$ cat src/rtl/wb_arbiter2_pkg.sv
// Shared definitions for the two-master Wishbone arbiter: grant state
// encoding, watchdog sizing and the default abort limit.
package wb_arb_pkg;

  typedef enum logic [1:0] {
    IDLE = 2'd0,
    GNT0 = 2'd1,
    GNT1 = 2'd2
  } arb_state_t;

  localparam int TIMEOUT_DEFAULT = 255;
  localparam int CNT_W           = 8;

  function automatic arb_state_t gnt_state(input logic master);
    return master ? GNT1 : GNT0;
  endfunction

endpackage

$ cat src/rtl/wb_arbiter2_if.sv
// One Wishbone point-to-point link. The bus owner uses the master modport,
// the responder uses the slave modport; err only flows towards the master.
interface wb_arbiter2_if;

  logic [31:0] adr;
  logic [31:0] dat_w;
  logic [31:0] dat_r;
  logic        we;
  logic [3:0]  sel;
  logic        cyc;
  logic        stb;
  logic        ack;
  logic        err;

  modport master (output adr, dat_w, we, sel, cyc, stb, input dat_r, ack);
  modport slave  (input adr, dat_w, we, sel, cyc, stb, output dat_r, ack, err);

endinterface

$ cat src/rtl/wb_arbiter2_watchdog.sv
// Saturating wait counter for the granted strobe; expired flags the abort
// cycle once TIMEOUT-1 unacknowledged cycles have elapsed.
module wb_arb_watchdog
  import wb_arb_pkg::*;
#(
  parameter int TIMEOUT = TIMEOUT_DEFAULT
) (
  input  logic clk,
  input  logic rst_n,
  input  logic run,
  input  logic clr,
  output logic expired
);

  localparam logic [CNT_W-1:0] LIMIT   = CNT_W'(TIMEOUT - 1);
  localparam logic [CNT_W-1:0] CNT_MAX = '1;

  logic [CNT_W-1:0] cnt_reg;

  always_ff @(posedge clk or negedge rst_n) begin
    if (!rst_n) begin
      cnt_reg <= '0;
    end else if (clr) begin
      cnt_reg <= '0;
    end else if (run && cnt_reg != CNT_MAX) begin
      cnt_reg <= cnt_reg + 1'b1;
    end
  end

  assign expired = (cnt_reg == LIMIT);

endmodule

$ cat src/rtl/wb_arbiter2.sv
// Two-master Wishbone arbiter: alternating priority on ties, locked multi-beat
// cycles, and a watchdog that aborts a strobe the slave never acknowledges.
module wb_arbiter2
  import wb_arb_pkg::*;
#(
  parameter int TIMEOUT = TIMEOUT_DEFAULT
) (
  input  logic          clk,
  input  logic          rst_n,
  wb_arbiter2_if.slave  m0,
  wb_arbiter2_if.slave  m1,
  wb_arbiter2_if.master s
);

  arb_state_t  state_reg;
  arb_state_t  state_next;
  logic        last_r;

  logic        granted;
  logic        sel1;
  logic [31:0] g_adr;
  logic [31:0] g_dat;
  logic        g_we;
  logic [3:0]  g_sel;
  logic        g_cyc;
  logic        g_stb;
  logic        expired;
  logic        abort;
  logic        hold;
  logic        wd_run;
  logic        wd_clr;

  // Routing is driven by the registered grant only, never by the requests.
  assign granted = (state_reg != IDLE);
  assign sel1    = (state_reg == GNT1);
  assign g_adr   = sel1 ? m1.adr   : m0.adr;
  assign g_dat   = sel1 ? m1.dat_w : m0.dat_w;
  assign g_we    = sel1 ? m1.we    : m0.we;
  assign g_sel   = sel1 ? m1.sel   : m0.sel;
  assign g_cyc   = sel1 ? m1.cyc   : m0.cyc;
  assign g_stb   = sel1 ? m1.stb   : m0.stb;

  // A coincident ack beats the timeout.
  assign abort = granted & g_stb & expired & ~s.ack;
  assign hold  = g_cyc & ~abort;

  always_comb begin
    state_next = state_reg;
    case (state_reg)
      IDLE: begin
        if (m0.cyc && m1.cyc) state_next = gnt_state(~last_r);
        else if (m0.cyc)      state_next = GNT0;
        else if (m1.cyc)      state_next = GNT1;
      end
      GNT0:    if (!hold) state_next = m1.cyc ? GNT1 : IDLE;
      GNT1:    if (!hold) state_next = m0.cyc ? GNT0 : IDLE;
      default: state_next = IDLE;
    endcase
  end

  always_ff @(posedge clk or negedge rst_n) begin
    if (!rst_n) begin
      state_reg <= IDLE;
      last_r    <= 1'b1;
    end else begin
      state_reg <= state_next;
      if (state_next != IDLE) last_r <= (state_next == GNT1);
    end
  end

  assign wd_run = granted & g_stb & ~s.ack;
  assign wd_clr = ~(granted & g_stb) | s.ack | (state_next != state_reg);

  wb_arb_watchdog #(.TIMEOUT(TIMEOUT)) u_watchdog (
    .clk    (clk),
    .rst_n  (rst_n),
    .run    (wd_run),
    .clr    (wd_clr),
    .expired(expired)
  );

  assign s.adr   = granted ? g_adr : 32'h0;
  assign s.dat_w = granted ? g_dat : 32'h0;
  assign s.we    = granted & g_we;
  assign s.sel   = granted ? g_sel : 4'h0;
  assign s.cyc   = granted & g_cyc & ~abort;
  assign s.stb   = granted & g_stb & ~abort;

  assign m0.dat_r = s.dat_r;
  assign m1.dat_r = s.dat_r;
  assign m0.ack   = s.ack & (state_reg == GNT0) & ~abort;
  assign m1.ack   = s.ack & (state_reg == GNT1) & ~abort;
  assign m0.err   = abort & (state_reg == GNT0);
  assign m1.err   = abort & (state_reg == GNT1);

endmodule

$ cat src/flat_wrapper.sv
// flat-port wrapper written by rule: the top's interface ports become plain ports
module wb_arbiter2_flat import wb_arb_pkg::*;
#(
  parameter int TIMEOUT = TIMEOUT_DEFAULT
)
  (clk, rst_n, m0_adr, m0_dat_w, m0_we, m0_sel, m0_cyc, m0_stb, m0_dat_r, m0_ack, m0_err, m1_adr, m1_dat_w, m1_we, m1_sel, m1_cyc, m1_stb, m1_dat_r, m1_ack, m1_err, s_adr, s_dat_w, s_we, s_sel, s_cyc, s_stb, s_dat_r, s_ack);
  wb_arbiter2_if m0_i ();
  wb_arbiter2_if m1_i ();
  wb_arbiter2_if s_i ();
  input  logic clk;
  input  logic rst_n;
  input wire logic [$bits(m0_i.adr)-1:0] m0_adr;
  input wire logic [$bits(m0_i.dat_w)-1:0] m0_dat_w;
  input wire logic [$bits(m0_i.we)-1:0] m0_we;
  input wire logic [$bits(m0_i.sel)-1:0] m0_sel;
  input wire logic [$bits(m0_i.cyc)-1:0] m0_cyc;
  input wire logic [$bits(m0_i.stb)-1:0] m0_stb;
  output wire logic [$bits(m0_i.dat_r)-1:0] m0_dat_r;
  output wire logic [$bits(m0_i.ack)-1:0] m0_ack;
  output wire logic [$bits(m0_i.err)-1:0] m0_err;
  input wire logic [$bits(m1_i.adr)-1:0] m1_adr;
  input wire logic [$bits(m1_i.dat_w)-1:0] m1_dat_w;
  input wire logic [$bits(m1_i.we)-1:0] m1_we;
  input wire logic [$bits(m1_i.sel)-1:0] m1_sel;
  input wire logic [$bits(m1_i.cyc)-1:0] m1_cyc;
  input wire logic [$bits(m1_i.stb)-1:0] m1_stb;
  output wire logic [$bits(m1_i.dat_r)-1:0] m1_dat_r;
  output wire logic [$bits(m1_i.ack)-1:0] m1_ack;
  output wire logic [$bits(m1_i.err)-1:0] m1_err;
  output wire logic [$bits(s_i.adr)-1:0] s_adr;
  output wire logic [$bits(s_i.dat_w)-1:0] s_dat_w;
  output wire logic [$bits(s_i.we)-1:0] s_we;
  output wire logic [$bits(s_i.sel)-1:0] s_sel;
  output wire logic [$bits(s_i.cyc)-1:0] s_cyc;
  output wire logic [$bits(s_i.stb)-1:0] s_stb;
  input wire logic [$bits(s_i.dat_r)-1:0] s_dat_r;
  input wire logic [$bits(s_i.ack)-1:0] s_ack;
  assign m0_i.adr = m0_adr;
  assign m0_i.dat_w = m0_dat_w;
  assign m0_i.we = m0_we;
  assign m0_i.sel = m0_sel;
  assign m0_i.cyc = m0_cyc;
  assign m0_i.stb = m0_stb;
  assign m0_dat_r = m0_i.dat_r;
  assign m0_ack = m0_i.ack;
  assign m0_err = m0_i.err;
  assign m1_i.adr = m1_adr;
  assign m1_i.dat_w = m1_dat_w;
  assign m1_i.we = m1_we;
  assign m1_i.sel = m1_sel;
  assign m1_i.cyc = m1_cyc;
  assign m1_i.stb = m1_stb;
  assign m1_dat_r = m1_i.dat_r;
  assign m1_ack = m1_i.ack;
  assign m1_err = m1_i.err;
  assign s_adr = s_i.adr;
  assign s_dat_w = s_i.dat_w;
  assign s_we = s_i.we;
  assign s_sel = s_i.sel;
  assign s_cyc = s_i.cyc;
  assign s_stb = s_i.stb;
  assign s_i.dat_r = s_dat_r;
  assign s_i.ack = s_ack;
  wb_arbiter2 #(.TIMEOUT(TIMEOUT)) u_core (.clk(clk), .rst_n(rst_n), .m0(m0_i), .m1(m1_i), .s(s_i));
endmodule
$ cat config.mk
export PLATFORM = sky130hd
export DESIGN_NAME = wb_arbiter2_flat
export DESIGN_NICKNAME = d
export VERILOG_FILES = /design/src/rtl/wb_arbiter2_pkg.sv /design/src/rtl/wb_arbiter2_if.sv /design/src/rtl/wb_arbiter2_watchdog.sv /design/src/rtl/wb_arbiter2.sv /design/src/flat_wrapper.sv
export SDC_FILE = /design/constraint.sdc
export NUM_CORES = 1
export LEC_CHECK = 0
export BUFFER_PORTS_ARGS = -buffer_cell sky130_fd_sc_hd__buf_2
export CAP_MARGIN = 15
export CORE_AREA = 10 10 116 118
export DETAILED_ROUTE_END_ITERATION = 10
export DIE_AREA = 0 0 126 128
export PLACE_DENSITY = 0.61
export SETUP_SLACK_MARGIN = 0.05
export SLEW_MARGIN = 30
export SYNTH_ARGS = -nofsm -noshare
export SYNTH_HDL_FRONTEND = slang
export SYNTH_SLANG_ARGS = --single-unit
export TNS_END_PERCENT = 30
$ cat constraint.sdc
create_clock -name clk -period 3.89 [get_ports clk]
set_input_delay 0.778 -clock clk [delete_from_list [all_inputs] [get_ports clk]]
set_output_delay 0.778 -clock clk [all_outputs]
set_load 0.005 [all_outputs]
# --- Word level (Yosys, flattened, before mapping) ---
# Cells that the tools add are included.
op_classes:
  eq_ne: 6
  bitwise: 20
  n_reduce_logical: 6
  muxes: 20
  addsub: 1
ops:
  columns: ["op", "count"]
  rows:
  - ["$mux 32", 4]
  - ["$mux 8", 2]
  - ["$and 1x1->1", 15]
  - ["$mux 2", 7]
  - ["$add 8x1->8 const B", 1]
  - ["$eq 8x8->1 const B", 1]
  - ["$mux 4", 2]
  - ["$ne 8x8->1 const B", 1]
  - ["$pmux 2 s3", 1]
  - ["$reduce_bool 2->1", 3]
  - ["$eq 2x2->1 const B", 2]
  - ["$mux 1", 4]
  - ["$not 1->1", 3]
  - ["$eq 2x1->1 const B", 1]
  - ["$logic_and 1x1->1", 2]
  - ["$logic_not 2->1", 1]
  - ["$ne 2x2->1", 1]
  - ["$or 1x1->1", 2]
totals:
  input_bits: 177
  ff_bits: 11
  word_cells: 56
  output_inout_bits: 139

# --- Logic depth before layout (Yosys ltp) ---
depth:
  word_depth: 12
  depth_mapped: 7
  ltp_nobuf: 6

# --- Modules after synthesis ---
# From an unflattened synthesis, not the netlist that was laid out.
unflattened:
  cells_unflattened: 242
  area_unflattened_um2: 2016.9
by_module_without_submodules:
  columns: ["mod", "area_each_um2", "cells_per_inst", "instances"]
  rows:
  - ["wb_arbiter2", 1521.5, 189, 1]
  - ["wb_arb_watchdog", 495.5, 53, 1]

# --- Worst setup path after synthesis ---
# Ideal clock, no wire load.
synth_path:
  kind: "input to output"
  start: "input port s_ack"
  end: "output port s_cyc"
  path_buffers: 0
  slack_ps: 1548
  required_time_ps: 3112
  cell_stages: 3
  arrival_ps: 1564
  path_cell_list: "nand4bb_2 > a211oi_1 > a21oi_1"
synth_between:
  elab_chain_cells: 4
synth_lines:
  columns: ["item", "line", "rtl"]
  rows:
  - ["start, declared", "flat_wrapper.sv:37", "input wire logic [$bits(s_i.ack)-1:0] s_ack;"]
  - ["$not 1->1", "wb_arbiter2.sv:44", "assign abort = granted & g_stb & expired & ~s.ack;"]
  - ["$and 1x1->1", "wb_arbiter2.sv:44", null]
  - ["$not 1->1", "wb_arbiter2.sv:86", "assign s.cyc = granted & g_cyc & ~abort;"]
  - ["$and 1x1->1", "wb_arbiter2.sv:86", null]
  - ["end, declared", "flat_wrapper.sv:34", "output wire logic [$bits(s_i.cyc)-1:0] s_cyc;"]
# No other way between the ends.

# --- Worst setup path in the final report ---
layout_path:
  start: "register u_core.state_reg[0]"
  end: "output port s_adr[13]"
layout_between:
  elab_chain_cells: 3
  word_cells_on_any_way: 4
  cone_classes: "eq/ne: 1; mux: 2; reduce/logical: 1"
layout_lines:
  columns: ["item", "line", "rtl"]
  rows:
  - ["start, declared", "wb_arbiter2.sv:15", "arb_state_t state_reg;"]
  - ["start signal, assigned", "wb_arbiter2.sv:66", "state_reg <= state_next;"]
  - ["$eq 2x2->1", "wb_arbiter2.sv:35", "assign sel1 = (state_reg == GNT1);"]
  - ["$mux 32", "wb_arbiter2.sv:36", "assign g_adr = sel1 ? m1.adr : m0.adr;"]
  - ["$mux 32 (*)", "wb_arbiter2.sv:82", "assign s.adr = granted ? g_adr : 32'h0;"]
  - ["end, declared", "flat_wrapper.sv:30", "output wire logic [$bits(s_i.adr)-1:0] s_adr;"]
# Mark *: on every way between the ends. The rest lies on a longest branch, timed or not.

==> results by group <==
Run status
  – Outcome: complete, no violations

Yosys
  – Yosys warning count: 0
  – Mapped Cells: 241
  – Mapped cell area: 1977 um^2
  – Synth Register Bits: 11
  – Syn nets: 420
  – Library cells used by synthesis: 38
  – Mean Syn Cell Area: 8.203 um^2
  – Register area share after synthesis: 13.99%

Pwr
  – Sw Ratio: 43.27%
  – Clock share of power: 16.1%
  – Power share of the combinational group: 67.6%
  – Int Pwr: 0.0006620 W
  – PD cells: 416.4 nW/um^2
  – P_sw: 0.0005049 W
  – Sequential share of power: 16.3%
  – Lkg Pwr: 1.528 nW
  – Peak VDD IR: 191.8 uV

Clock tree
  – Clock buffer depth: 2
  – CTS sink cnt: 11
  – Register clock-pin slew on the reported worst setup and hold paths: 40 ps
  – Setup Fix Bufs, Post-CTS: 0
  – Root Buffer: clkbuf_16
  – Max H-tree Level: 1
  – Clk_lat worst skew: 240 ps
  – CTS tree: built
  – # hold bufs at CTS: 0
  – Num CTS Buffers: 3
  – CTS resizes: 0

Setup path
  – Worst reg2reg startpoint: u_core.state_reg[0]
  – Worst EP arrival: 2390 ps
  – Worst Setup Start Kind: register
  – Critical Path Start: u_core.state_reg[0]
  – Data required, critical path: 3110 ps
  – Buf/Inv on CP: 2
  – Largest delay contributor family on the critical path: simple AND/OR/NAND/NOR gates
  – Crit path capture type: primary output
  – Setup CP Type: reg -> out
  – CP max FO: 47
  – Slowest stage delay, CP: 760 ps
  – Slowest-stage cell, CP: nor2_4
  – Critical Path, Cell by Cell: nor2_4, buf_4, a22o_1, buf_2

Cells and area
  – Fillers: 1,244
  – Nets: 564
  – Max reg flops: 8
  – Reg area: 277.8 um^2
  – Multi-input gate area: 1131 um^2
  – P&R area growth vs syn: 41.77%
  – Post-route insts no fill: 528
  – Layout cells sized above 1: 60.42%

Floorplanning
  – # IOs: 316
  – Chip Height: 128 um
  – Row Count: 39
  – Core ar.: 11,220 um^2
  – Die W: 126 um
  – Die ar.: 16,130 um^2
  – Initial Utilization: 17.61%

Place
  – Post-Place Cells: 523
  – Port-buffer cells: 219
  – Dpl hpwl: 10,580 um
  – GPL Wtd Cong: 1.048
  – Worst slack at placement: 957.5 ps

STA
  – Worst hold slack: 406.8 ps
  – RSZ-0062 raised after global routing: false
  – Setup violators final: 0
  – Final Hold Violating Endpoints: 0
  – Min Tclk post-route: 3165 ps
  – Fmax: 0.3160 GHz
  – Final WS setup: 725.0 ps
  – Worst Tran Pin Value: 835.8 ps
  – Clock Skew: 1.803 ps
  – Worst slew margin: 44.14%
  – Pins Over Slew Limit: 0
  – Tcrit/Tclk final: 81.36%
  – Final TNS setup: 0 ps

GRT
  – First-pass GRT wire length: 16,890 um
  – Vias in the first global route: 2,704
  – Global-route usage over all layers: 13.41%
  – Global route total overflow: 0
  – Pin count of the biggest net entering global routing: 48
  – Initial antenna violation count: 1

Routing
  – WL per Instance: 22.59 um
  – Vias per std cell: 4.750
  – Vias: 2,508
  – Routed Antenna Nets: 0
  – DR DRC count: 0
  – Number of DRC markers in iteration 0: 87
  – Final WL: 11,930 um
  – Router iterations before antenna repair: 4

Hold path
  – Worst min path class: in -> async

Job
  – Maxcap violations: 0
## metal layers
layer / wire [um] / vias up / track usage [%]
met4: 175 / 0 / 3.215
met5: 0 / - / 0
met3: 1343 / 24 / 4.963
li1: - / 1146 / -
met1: 4063 / 1139 / 14.32
met2: 6346 / 199 / 24.46
## logic make-up after synthesis
family,share of synthesized area [%]
AND/OR/NAND/NOR,14.56
multiplexers,0.5063
AO/OA/AOI/OAI,39.18
XOR/XNOR,1.329
adder cells (fa/ha/maj),1.266
buffers and inverters,29.18
flip-flops,13.99
## power groups by stage
stage | Clock [W] | Combinational (W) | Sequential, W
5_1_grt | 0.000202 | 0.000864 | 0.000199
3_3_place_gp | 0 | 0.000797 | 0.000188
6_report | 0.000188 | 0.000789 | 0.000190
4_1_cts | 0.000193 | 0.000815 | 0.000190
3_5_place_dp | 0 | 0.000811 | 0.000192
2_1_floorplan | 0 | 0.000490 | 0.000142
## synth_stat cells
cell type | count | area, um^2
a22o_1 | 69 | 604.3
buf_4 | 66 | 495.5
clkbuf_1 | 14 | 52.55
dfrtp_1 | 10 | 250.2
nor3_1 | 9 | 45.04
nand2_1 | 6 | 22.52
nand3_1 | 6 | 30.03
and3_1 | 5 | 31.28
inv_1 | 4 | 15.01
nand2b_1 | 4 | 25.02
nor2_1 | 4 | 15.01
o21ai_0 | 4 | 20.02
a21oi_1 | 3 | 15.01
nand3b_1 | 3 | 22.52
xnor2_1 | 3 | 26.28
a211o_1 | 2 | 17.52
a211oi_1 | 2 | 15.01
a31oi_1 | 2 | 12.51
buf_2 | 2 | 10.01
ha_1 | 2 | 25.02
nand4_1 | 2 | 12.51
nor3b_1 | 2 | 15.01
o31a_1 | 2 | 17.52
a2111oi_1 | 1 | 10.01
a2111oi_4 | 1 | 27.53
and2_1 | 1 | 6.260
buf_1 | 1 | 3.750
dfstp_2 | 1 | 26.28
mux2i_1 | 1 | 10.01
nand4b_1 | 1 | 8.760
nand4bb_2 | 1 | 16.27
nor4_4 | 1 | 21.27
o211ai_1 | 1 | 7.510
o221ai_1 | 1 | 8.760
o2bb2ai_1 | 1 | 8.760
o31a_2 | 1 | 10.01
or3_1 | 1 | 6.260
or4b_1 | 1 | 10.01
## final timing paths
check	slack (ps)	depth (start not counted)	to
hold reg to reg	620	3	u_core.last_r
max in group asynchronous	3210	1	u_core.last_r
min in group clk	620	3	u_core.last_r
setup reg to reg	1410	4	u_core.u_watchdog.cnt_reg[1]
setup / recovery	730	4	s_adr[13]
hold / removal	410	1	u_core.u_watchdog.cnt_reg[1]
## per-stage QoR
step           utilization, %  total power [W]  area [um^2]
2_1_floorplan               -        0.0006326         1977
3_3_place_gp            24.25        0.0009852         2721
3_5_place_dp            24.25         0.001004         2721
4_1_cts                 24.95         0.001198         2800
5_1_grt                 24.95         0.001265         2800
6_report                24.97         0.001167         2803
## cells in the final DEF, fill, tap and decap left out, drive strengths merged, types with 5 or more instances in the layout
master  count
dfrtp      10
nor3        9
and3        5
nand3       6
nand2       6
a22o       69
buf       222
## cell type report
cell class,instances,area share (%)
antenna,1,0.08929
clock buffer,4,2.812
inverter,4,0.5357
multi-input combinational,143,40.36
sequential,11,9.911
tap,143,6.384
timing repair buffer,222,39.91
(Power assumes the default switching activity.)
